--- src/rtl/ysyx_23060332_wbu_pkg.sv ---
// Shared constants and types for the write-back unit.
package ysyx_23060332_wbu_pkg;

   localparam int unsigned WB_DEPTH = 2;
   localparam int unsigned WB_XLEN  = 32;
   localparam int unsigned REG_AW   = 5;

   // Load size/sign encodings carried on in_funct3.
   typedef enum logic [2:0] {
      FN_LB  = 3'b000,
      FN_LH  = 3'b001,
      FN_LW  = 3'b010,
      FN_LBU = 3'b100,
      FN_LHU = 3'b101
   } load_fn_e;

   function automatic logic rd_writes(input logic wen, input logic [REG_AW-1:0] rd);
      return wen && (rd != '0);
   endfunction

endpackage

--- src/rtl/ysyx_23060332_wbu_if.sv ---
// EXU/LSU result channel into the write-back unit.
interface ysyx_23060332_wbu_if
   import ysyx_23060332_wbu_pkg::*;
#(
   parameter int unsigned XLEN = WB_XLEN
);
   logic              in_valid;
   logic              in_ready;
   logic [REG_AW-1:0] in_rd;
   logic              in_rd_wen;
   logic              in_is_load;
   logic [2:0]        in_funct3;
   logic [1:0]        in_addr_lo;
   logic [XLEN-1:0]   in_data;

   modport master (
      output in_valid, in_rd, in_rd_wen, in_is_load, in_funct3, in_addr_lo, in_data,
      input  in_ready
   );

   modport slave (
      input  in_valid, in_rd, in_rd_wen, in_is_load, in_funct3, in_addr_lo, in_data,
      output in_ready
   );
endinterface

--- src/rtl/ysyx_23060332_wbu_fifo.sv ---
// Generic DEPTH x W valid/ready FIFO; full/empty decided from the registered count.
module ysyx_23060332_wbu_fifo #(
   parameter int unsigned DEPTH = 2,
   parameter int unsigned W     = 32
) (
   input  logic         clk,
   input  logic         rst,
   input  logic         i_push_valid,
   output logic         o_push_ready,
   input  logic [W-1:0] i_push_data,
   output logic         o_pop_valid,
   input  logic         i_pop_ready,
   output logic [W-1:0] o_pop_data
);
   localparam int unsigned AW = (DEPTH > 1) ? $clog2(DEPTH) : 1;
   localparam int unsigned CW = $clog2(DEPTH) + 1;

   logic [W-1:0]  r_mem [DEPTH];
   logic [AW-1:0] r_wptr;
   logic [AW-1:0] r_rptr;
   logic [CW-1:0] r_count;
   logic          w_push;
   logic          w_pop;

   assign o_push_ready = (r_count != CW'(DEPTH));
   assign o_pop_valid  = (r_count != '0);
   assign o_pop_data   = r_mem[r_rptr];
   assign w_push       = i_push_valid && o_push_ready;
   assign w_pop        = o_pop_valid && i_pop_ready;

   // Storage and pointers; DEPTH is a power of two so pointers wrap naturally.
   always_ff @(posedge clk or posedge rst) begin
      if (rst) begin
         for (int unsigned i = 0; i < DEPTH; i++) r_mem[i] <= '0;
         r_wptr  <= '0;
         r_rptr  <= '0;
         r_count <= '0;
      end else begin
         if (w_push) begin
            r_mem[r_wptr] <= i_push_data;
            r_wptr        <= r_wptr + AW'(1);
         end
         if (w_pop) r_rptr <= r_rptr + AW'(1);
         case ({w_push, w_pop})
            2'b10:   r_count <= r_count + CW'(1);
            2'b01:   r_count <= r_count - CW'(1);
            default: r_count <= r_count;
         endcase
      end
   end
endmodule

--- src/rtl/ysyx_23060332_wbu.sv ---
// Write-back unit: formats load data, buffers results, retires one per cycle
// into the register file and tracks pending destination registers.
module ysyx_23060332_wbu
   import ysyx_23060332_wbu_pkg::*;
#(
   parameter int unsigned DEPTH = WB_DEPTH,
   parameter int unsigned XLEN  = WB_XLEN,
   parameter int unsigned NREG  = 32
) (
   input  logic              clk,
   input  logic              rst,
   ysyx_23060332_wbu_if.slave exu,
   input  logic              iss_valid,
   input  logic [REG_AW-1:0] iss_rd,
   input  logic [REG_AW-1:0] rs1_q,
   input  logic [REG_AW-1:0] rs2_q,
   output logic              rs1_busy,
   output logic              rs2_busy,
   output logic              rd_busy,
   output logic [REG_AW-1:0] waddr,
   output logic [XLEN-1:0]   wdata,
   output logic              reg_wen,
   output logic [31:0]       retire_cnt
);
   typedef struct packed {
      logic [REG_AW-1:0] rd;
      logic              rd_wen;
      logic [XLEN-1:0]   data;
   } entry_t;

   localparam int unsigned EW = $bits(entry_t);

   logic [7:0]      w_byte;
   logic [15:0]     w_half;
   logic [XLEN-1:0] w_fmt;
   entry_t          w_enq;
   entry_t          w_head;
   logic [EW-1:0]   w_head_raw;
   logic            w_head_valid;
   logic            w_clr;
   logic            w_set;
   logic            w_waw;
   logic [NREG-1:0] r_busy;
   logic [NREG-1:0] w_busy_nxt;
   logic [31:0]     r_retire_cnt;

   // Load formatting happens before enqueue so each entry holds its final value.
   always_comb begin
      w_byte = exu.in_data[{exu.in_addr_lo, 3'b000} +: 8];
      w_half = exu.in_data[{exu.in_addr_lo[1], 4'b0000} +: 16];
      w_fmt  = exu.in_data;
      if (exu.in_is_load) begin
         case (exu.in_funct3)
            FN_LB:   w_fmt = {{(XLEN-8){w_byte[7]}}, w_byte};
            FN_LBU:  w_fmt = {{(XLEN-8){1'b0}}, w_byte};
            FN_LH:   w_fmt = {{(XLEN-16){w_half[15]}}, w_half};
            FN_LHU:  w_fmt = {{(XLEN-16){1'b0}}, w_half};
            default: w_fmt = exu.in_data;
         endcase
      end
   end

   assign w_enq.rd     = exu.in_rd;
   assign w_enq.rd_wen = exu.in_rd_wen;
   assign w_enq.data   = w_fmt;

   ysyx_23060332_wbu_fifo #(
      .DEPTH (DEPTH),
      .W     (EW)
   ) u_fifo (
      .clk          (clk),
      .rst          (rst),
      .i_push_valid (exu.in_valid),
      .o_push_ready (exu.in_ready),
      .i_push_data  (w_enq),
      .o_pop_valid  (w_head_valid),
      .i_pop_ready  (1'b1),
      .o_pop_data   (w_head_raw)
   );

   assign w_head = w_head_raw;

   // Head retires unconditionally every cycle it is valid.
   assign w_clr   = w_head_valid && rd_writes(w_head.rd_wen, w_head.rd);
   assign w_set   = iss_valid && (iss_rd != '0);
   assign reg_wen = w_clr;
   assign waddr   = w_head_valid ? w_head.rd : '0;
   assign wdata   = w_head_valid ? w_head.data : '0;

   // Scoreboard next state: clear first so a same-cycle set of the same rd wins.
   always_comb begin
      w_busy_nxt = r_busy;
      if (w_clr) w_busy_nxt[w_head.rd] = 1'b0;
      if (w_set) w_busy_nxt[iss_rd] = 1'b1;
      w_busy_nxt[0] = 1'b0;
   end

   // Scoreboard register.
   always_ff @(posedge clk or posedge rst) begin
      if (rst) r_busy <= '0;
      else     r_busy <= w_busy_nxt;
   end

   // Count of dequeued results, wrapping naturally.
   always_ff @(posedge clk or posedge rst) begin
      if (rst)               r_retire_cnt <= '0;
      else if (w_head_valid) r_retire_cnt <= r_retire_cnt + 32'd1;
   end

   assign retire_cnt = r_retire_cnt;
   assign rs1_busy   = r_busy[rs1_q];
   assign rs2_busy   = r_busy[rs2_q];
   assign rd_busy    = r_busy[iss_rd];

   // Re-claiming a busy rd is only safe when its pending write retires this same edge.
   assign w_waw = w_set && rd_busy && !(w_clr && (w_head.rd == iss_rd));

   a_no_waw_issue: assert property (@(posedge clk) disable iff (rst) !w_waw);
endmodule

--- src/flat_wrapper.sv ---
// flat-port wrapper written by rule: the top's interface ports become plain ports
module ysyx_23060332_wbu_flat import ysyx_23060332_wbu_pkg::*;
#(
   parameter int unsigned DEPTH = WB_DEPTH,
   parameter int unsigned XLEN  = WB_XLEN,
   parameter int unsigned NREG  = 32
)
  (clk, rst, iss_valid, iss_rd, rs1_q, rs2_q, rs1_busy, rs2_busy, rd_busy, waddr, wdata, reg_wen, retire_cnt, exu_in_valid, exu_in_rd, exu_in_rd_wen, exu_in_is_load, exu_in_funct3, exu_in_addr_lo, exu_in_data, exu_in_ready);
  ysyx_23060332_wbu_if #(.XLEN(XLEN)) exu_i ();
  input  logic clk;
  input  logic rst;
  input  logic iss_valid;
  input  logic [REG_AW-1:0] iss_rd;
  input  logic [REG_AW-1:0] rs1_q;
  input  logic [REG_AW-1:0] rs2_q;
  output logic rs1_busy;
  output logic rs2_busy;
  output logic rd_busy;
  output logic [REG_AW-1:0] waddr;
  output logic [XLEN-1:0] wdata;
  output logic reg_wen;
  output logic [31:0] retire_cnt;
  input wire logic [$bits(exu_i.in_valid)-1:0] exu_in_valid;
  input wire logic [$bits(exu_i.in_rd)-1:0] exu_in_rd;
  input wire logic [$bits(exu_i.in_rd_wen)-1:0] exu_in_rd_wen;
  input wire logic [$bits(exu_i.in_is_load)-1:0] exu_in_is_load;
  input wire logic [$bits(exu_i.in_funct3)-1:0] exu_in_funct3;
  input wire logic [$bits(exu_i.in_addr_lo)-1:0] exu_in_addr_lo;
  input wire logic [$bits(exu_i.in_data)-1:0] exu_in_data;
  output wire logic [$bits(exu_i.in_ready)-1:0] exu_in_ready;
  assign exu_i.in_valid = exu_in_valid;
  assign exu_i.in_rd = exu_in_rd;
  assign exu_i.in_rd_wen = exu_in_rd_wen;
  assign exu_i.in_is_load = exu_in_is_load;
  assign exu_i.in_funct3 = exu_in_funct3;
  assign exu_i.in_addr_lo = exu_in_addr_lo;
  assign exu_i.in_data = exu_in_data;
  assign exu_in_ready = exu_i.in_ready;
  ysyx_23060332_wbu #(.DEPTH(DEPTH), .XLEN(XLEN), .NREG(NREG)) u_core (.clk(clk), .rst(rst), .exu(exu_i), .iss_valid(iss_valid), .iss_rd(iss_rd), .rs1_q(rs1_q), .rs2_q(rs2_q), .rs1_busy(rs1_busy), .rs2_busy(rs2_busy), .rd_busy(rd_busy), .waddr(waddr), .wdata(wdata), .reg_wen(reg_wen), .retire_cnt(retire_cnt));
endmodule
--- config.mk ---
export PLATFORM = sky130hd
export DESIGN_NAME = ysyx_23060332_wbu_flat
export DESIGN_NICKNAME = d
export VERILOG_FILES = /design/src/rtl/ysyx_23060332_wbu_pkg.sv /design/src/rtl/ysyx_23060332_wbu_if.sv /design/src/rtl/ysyx_23060332_wbu_fifo.sv /design/src/rtl/ysyx_23060332_wbu.sv /design/src/flat_wrapper.sv
export SDC_FILE = /design/constraint.sdc
export NUM_CORES = 1
export LEC_CHECK = 0
export CAP_MARGIN = 20
export CELL_PAD_IN_SITES_DETAIL_PLACEMENT = 1
export CELL_PAD_IN_SITES_GLOBAL_PLACEMENT = 1
export CORE_ASPECT_RATIO = 1.75
export CORE_MARGIN = 2
export CORE_UTILIZATION = 44
export CTS_CLUSTER_DIAMETER = 120
export DETAILED_ROUTE_END_ITERATION = 16
export PLACE_DENSITY = 0.93
export SKIP_CTS_REPAIR_TIMING = 1
export SLEW_MARGIN = 40
export SYNTH_ARGS = -nofsm -noshare
export SYNTH_HDL_FRONTEND = slang
export SYNTH_SLANG_ARGS = --single-unit
--- constraint.sdc ---
create_clock -name clk -period 15.2 [get_ports clk]
set_input_delay 3.04 -clock clk [delete_from_list [all_inputs] [get_ports clk]]
set_output_delay 3.04 -clock clk [all_outputs]
set_load 0.03 [all_outputs]
==> reports/qor.csv, run 1 <==
metric,value,unit
Clock transition at path regs,0.06,ns
Sw Share,42.4,%
H-Tree Depth,4,
synth-to-layout area growth,28.0,%
"Top FF cell, synth",dfrtp_1,
clk sinks,143,
GPL Wtd Cong,0.954,
Startpoint Class,primary input,
first-pass GRT wire length,42500,um
clock network power share,22.7,%
Synth Warn #,0,
initial antenna violation count,0,
crit path launch,rs2_q[1],
Rel. slew slack,46.3,%
# port buffers,136,
met1 wire length,9470,um
PD cells,207,mW/mm^2
DR pass1 iterations,5,
critical path class,in2out,
final hold slack,0.485,ns
Post-synth EDFFs,0,
vias,7235,
die area,0.0191,mm^2
cell area after synthesis,0.00789,mm^2
largest net degree at the start of global routing,73,
Overflow after GRT,0,
cells after synthesis,835,
Peak Freq,117,MHz
drt total wl,26700,um
Layout Utilization,57.6,%
placed cell area,0.00944,mm^2
number of hold violations in the final report,0,
Layout Nets,1013,
WP data arrival,5.48,ns
internal power,0.00120,W
Die H,181,um
register area share after synthesis,45.3,%
Total Neg Setup Slack,0,ns
Synth async-reset ratio,100,%
capturing point of the worst reg2reg path,u_core.u_fifo.r_mem[8],
Post-DRT Antenna Nets,0,
status,finished clean,
Synth Area in Compound Gates,15.8,%
Leakage,4.17,nW
worst-skew pair later-pin latency,0.43,ns
Simple-Gate Fraction of Synth Area,19.3,%
# IOs,137,
Vias per Instance,6.07,
"Distinct cells, synth",56,
layout cells sized above 1,7.91,%
RSZ-0062 raised after global routing,false,
deepest clock path buffer count,2,
standard-cell row count,64,
largest family of logic cells by synthesized area,simple AND/OR/NAND/NOR gates,
Finish-stage setup viols,0,
Worst R2R Setup Slack,13.03,ns
Comb power frac,45.3,%
Max Transition Viols Final,0,
Filler cells,1937,
net switching power,0.000885,W
CP endpoint,rs2_busy,
CTS tree,done,
Core Area,0.0175,mm^2
Iter 0 DRT Violations,335,
Syn Area/Cell,9.45,um^2
FF-to-FF path depth,4,
Synth Area in XOR/XNOR,3.88,%
share of total power in sequential cells,32.0,%
post-route minimum period,8.52,ns
cts bufs inserted,17,
total of max-cap violations,0,
vias in the first global route,7947,
fin area,0.0101,mm^2
CP Data Required Time,12.16,ns
crit-path max FO,15,
Yosys reg bits,143,
Adder-Cell Fraction of Synth Area,0.317,%
CP endpoint kind,primary output,
clock skew,0.00730,ns
syn nets,900,
Die Span X,105,um
Hold Crit Class,reg2reg,
worst-margin pin slew,0.803,ns
All-Layer GR Usage,28.6,%
DP HPWL,19100,um
proportion of synthesized area in mux cells,11.9,%
largest vdd supply drop,0.132,mV
Top Layer Used,met4,
wire per inst,22.4,um
DRC,0,
Initial Util,45.0,%
fin crit share,56.1,%
total power,0.00209,W
routed wl met2,14800,um
reg-to-reg startpoint,u_core.u_fifo.r_count[0],
root buffer cell,clkbuf_16,
diode count,0,
routed wl met3,1100,um
[worst max-delay path: stages]
cell and delay [ns]:
clkdlybuf4s50_1 0.82, mux2_2 0.40, a221oi_1 0.26, nor4_1 0.08
a31oi_1 0.16, nand3_1 0.10, clkdlybuf4s50_1 0.61
[worst min path at each step]
stage / slack, ns / to / startpoint / depth (start not counted)
after CTS: 0.49 / u_core.u_fifo.r_mem[4] / u_core.u_fifo.r_mem[4] / 2
after detailed placement: 0.47 / u_core.u_fifo.r_mem[4] / u_core.u_fifo.r_mem[4] / 2
final: 0.48 / u_core.u_fifo.r_mem[6] / u_core.u_fifo.r_mem[6] / 2
after global routing: 0.51 / u_core.retire_cnt[31] / u_core.retire_cnt[31] / 1
after global placement: 0.46 / u_core.u_fifo.r_mem[70] / u_core.u_fifo.r_mem[70] / 2
after floorplan: 0.44 / u_core.u_fifo.r_mem[70] / u_core.u_fifo.r_mem[70] / 2
[cells in the final DEF, fill, tap and decap left out, drive strengths merged, types with 16 or more instances in the layout]
master and n:
dfrtp 143, nand2 133, clkbuf 18, nor2b 18
nand4 16, mux2i 75, xnor2 29, o21ai 85
o211ai 33, clkdlybuf4s50 134, a221oi 23, nand3 30
nor2 77
[cell type report]
class	instances	area, um^2	area share (%)
clock buffers	18	439	4.35
clock inverters	14	229	2.27
inverters	11	46.3	0.458
multi-input cells	631	4060	40.2
flip-flops and latches	143	3580	35.4
well taps	231	289	2.86
repair buffers	144	1460	14.4
[layer usage]
metal / vias up / GRT usage [%]
li1: 3245 / -
met1: 3649 / 28.9
met2: 253 / 54.0
met3: 88 / 4.91
met4: 0 / 15.9
met5: - / 0
[per-stage QoR]
stage	cells	setup slack, ns
3_5_place_dp	1160	6.65
2_1_floorplan	835	7.76
6_report	1192	6.68
4_1_cts	1192	6.65
3_3_place_gp	1158	6.54
5_1_grt	1192	6.50
[state kept, by name (all words and copies together) (netlist names)]
| signal | cells |
|---|---|
| u_core.u_fifo.r_count | 2 |
| u_core.retire_cnt | 32 |
| u_core.r_busy | 31 |
| u_core.u_fifo.r_rptr | 1 |
| u_core.u_fifo.r_wptr | 1 |
| u_core.u_fifo.r_mem | 76 |
[Yosys cell counts, types with 14 or more instances]
library cell | count | area share [%]
nand2_1 | 130 | 6.2
clkbuf_1 | 24 | 1.1
mux2i_1 | 75 | 9.5
nand3_1 | 27 | 1.7
nand4_1 | 15 | 1.2
buf_2 | 21 | 1.3
a221oi_1 | 22 | 2.4
o21ai_0 | 84 | 5.3
nor2_1 | 75 | 3.6
xnor2_1 | 29 | 3.2
nor2b_1 | 18 | 1.4
nand2b_1 | 14 | 1.1
o211ai_1 | 33 | 3.1
dfrtp_1 | 143 | 45
[cells by family (layout without fill, tap and decap cells)]
family / count (synthesis) / count (layout)
AOI/OAI and AO/OA: 188 / 188
DFF: 143 / 143
buffers and inverters: 61 / 187
adders and majority gates: 2 / 2
and+or+nand+nor: 318 / 318
xor gates and xnor gates: 35 / 35
muxes: 88 / 88
[power groups by stage]
stage               Sequential, W  Clock (W)  Combinational (W)
finish                   0.000667   0.000473           0.000946
global route             0.000681   0.000495            0.00102
floorplan                0.000620          0           0.000594
CTS                      0.000662   0.000478           0.000955
global placement         0.000650          0           0.000887
detailed placement       0.000665          0           0.000939
No activity file was read; power rests on OpenSTA's default activity.
==> run 2: changes to the inputs <==
Settings changed: CORE_UTILIZATION 44 to 41, PLACE_DENSITY 0.93 to 0.88.
Clock period 15.2 ns to 7.85 ns, I/O delays scaled along.
==> run 2 against run 1 <==
Clock power grew 76%. Count of clock-buffer cells in the layout grew 1. Total power grew 86%. Clock skew grew 0.0077 ns. Critical path type unchanged. Critical endpoint is now rs1_busy. Largest power group unchanged.
==> reports/qor.csv, run 2 (synthesis gave the netlist of run 1 again) <==
metric,value,unit,change
# port buffers,136,,unchanged
crit-path max FO,15,,unchanged
Layout Nets,1012,,was 1013
Comb power frac,45.7,%,was 45.3%
Die Span X,109,um,was 105 um
Hold Crit Class,reg2reg,,unchanged
standard-cell row count,67,,was 64
total power,0.00388,W,was 0.00209 W
fin area,0.00999,mm^2,was 0.0101 mm^2
share of total power in sequential cells,32.8,%,was 32.0%
initial antenna violation count,0,,unchanged
fin crit share,71.0,%,
Sw Share,42.7,%,was 42.4%
CP endpoint kind,primary output,,unchanged
Biggest register,u_core.u_fifo.r_mem,,unchanged
clk sinks,143,,unchanged
max FFs per register,76,,unchanged
status,finished clean,,unchanged
total of max-cap violations,0,,unchanged
DRC,0,,unchanged
DP HPWL,18400,um,was 19100 um
H-Tree Depth,4,,unchanged
Placed Cells incl. Taps,1169,,was 1160
Initial Util,41.5,%,was 45.0%
die area,0.0204,mm^2,was 0.0191 mm^2
crit-path cells,clkdlybuf4s50_1 > mux2i_1 > nand3_1 > a31oi_1 > nand3_1 > clkdlybuf4s50_1,,was clkdlybuf4s50_1 > mux2_2 > a221oi_1 > nor4_1 > a31oi_1 > nand3_1 > clkdlybuf4s50_1
Core Area,0.0190,mm^2,was 0.0175 mm^2
CTS tree,done,,unchanged
deepest clock path buffer count,2,,unchanged
critical path class,in2out,,unchanged
Rel. slew slack,51.0,%,was 46.3%
vias in the first global route,7622,,was 7947
"most common cell after layout, fill and taps aside",dfrtp_1,,unchanged
Peak Freq,179,MHz,
final non-filler cell total,1200,,was 1192
number of hold violations in the final report,0,,unchanged
Max Transition Viols Final,0,,unchanged
Max stage delay on crit path,0.84,ns,was 0.82 ns
WP data arrival,4.01,ns,was 5.48 ns
Die H,188,um,was 181 um
placed cell area,0.00941,mm^2,was 0.00944 mm^2
RSZ-0062 raised after global routing,false,,unchanged
Leakage,4.11,nW,was 4.17 nW
first-pass GRT wire length,41100,um,was 42500 um
internal power,0.00222,W,was 0.00120 W
clock network power share,21.5,%,was 22.7%
DR pass1 iterations,4,,was 5
diode count,0,,unchanged
largest net degree at the start of global routing,79,,was 73
wire per inst,21.5,um,was 22.4 um
root buffer cell,clkbuf_16,,unchanged
Worst path slowest cell,clkdlybuf4s50_1,,unchanged
net switching power,0.00166,W,was 0.000885 W
Total Neg Setup Slack,0,ns,unchanged
GPL Wtd Cong,0.950,,was 0.954
All-Layer GR Usage,26.2,%,was 28.6%
clock skew,0.0150,ns,was 0.00730 ns
Finish-stage setup viols,0,,unchanged
worst-margin pin slew,0.735,ns,was 0.803 ns
largest vdd supply drop,0.233,mV,was 0.132 mV
post-route minimum period,5.58,ns,
PD cells,388,mW/mm^2,was 207 mW/mm^2
cts bufs inserted,17,,unchanged
Startpoint Class,primary input,,unchanged
worst-skew pair later-pin latency,0.43,ns,about the same
layout cells sized above 1,7.61,%,was 7.91%
Overflow after GRT,0,,unchanged
vias,7116,,was 7235
Post-DRT Antenna Nets,0,,unchanged
synth-to-layout area growth,26.6,%,was 28.0%
Vias per Instance,5.93,,was 6.07
Filler cells,2144,,was 1937
Clock transition at path regs,0.07,ns,was 0.06 ns
drt total wl,25800,um,was 26700 um
Iter 0 DRT Violations,359,,was 335
most frequent cells in the layout,"142 x dfrtp_1, 134 x clkdlybuf4s50_1, 130 x nand2_1, 84 x o21ai_0, 75 x mux2i_1",,unchanged
# IOs,137,,unchanged
CP Data Required Time,6.28,ns,was 12.16 ns
==> run 2: changes by cell type in the layout (fill, tap and decap cells not counted), moves of 2 or more <==
cell,change
clkinv_4,-6
clkinvlp_4,+4
buf_16,-2
bufinv_16,-2
clkbuf_1,+2
==> run 2: final cells by class <==
type | count | area (um^2) | area share [%]
repair buffers | 143 | 1410 | 14.1
flip-flops and latches | 143 | 3580 | 35.8
clock buffers | 19 | 433 | 4.33
well taps | 241 | 302 | 3.02
multi-input cells | 631 | 4070 | 40.7
inverters | 11 | 46.3 | 0.463
clock inverters | 12 | 160 | 1.60
==> run 2: routing by layer <==
metal | vias up | track usage (%) | share of wire (%)
met1 | 3574 | 28.4 | 37
met2 | 243 | 47.6 | 55
li1 | 3231 | - | -
met3 | 68 | 4.90 | 4.0
met5 | - | 0 | 0
met4 | 0 | 12.6 | 3.9
==> run 2: worst paths after layout <==
kind / start / end / slack (ns) / cells past startpoint
hold reg to reg: u_core.retire_cnt[31] / u_core.retire_cnt[31] / 0.47 / 1
setup / recovery: rs1_q[1] / rs1_busy / 2.27 / 6
hold / removal: u_core.retire_cnt[31] / u_core.retire_cnt[31] / 0.47 / 1
min in group asynchronous: rst / u_core.retire_cnt[14] / 1.60 / 2
max in group asynchronous: rst / u_core.u_fifo.r_rptr / 5.09 / 3
setup reg to reg: u_core.u_fifo.r_count[0] / u_core.u_fifo.r_mem[47] / 5.63 / 6
==> run 2: critical path, delay by kind of cell <==
kind	cells	cell delay, ns
compound gates	1	0.18
simple gates	2	0.23
mux	1	0.59
buf+inv	2	1.43
==> run 2: power groups by stage <==
| stage | combinational (W) | sequential (W) | clock, W |
|---|---|---|---|
| after floorplan | 0.00115 | 0.00120 | 0 |
| after global placement | 0.00172 | 0.00126 | 0 |
| after detailed placement | 0.00177 | 0.00128 | 0 |
| after CTS | 0.00179 | 0.00127 | 0.000847 |
| after global routing | 0.00191 | 0.00131 | 0.000878 |
| final | 0.00177 | 0.00127 | 0.000834 |
==> run 2: metrics by stage <==
step	util (%)	hold WS [ns]	setup slack, ns
finish	52.5	0.468	2.27
global route	52.5	0.518	2.09
floorplan	-	0.445	2.44
detailed placement	49.4	0.465	2.08
CTS	52.6	0.476	2.07
global placement	49.4	0.459	2.11
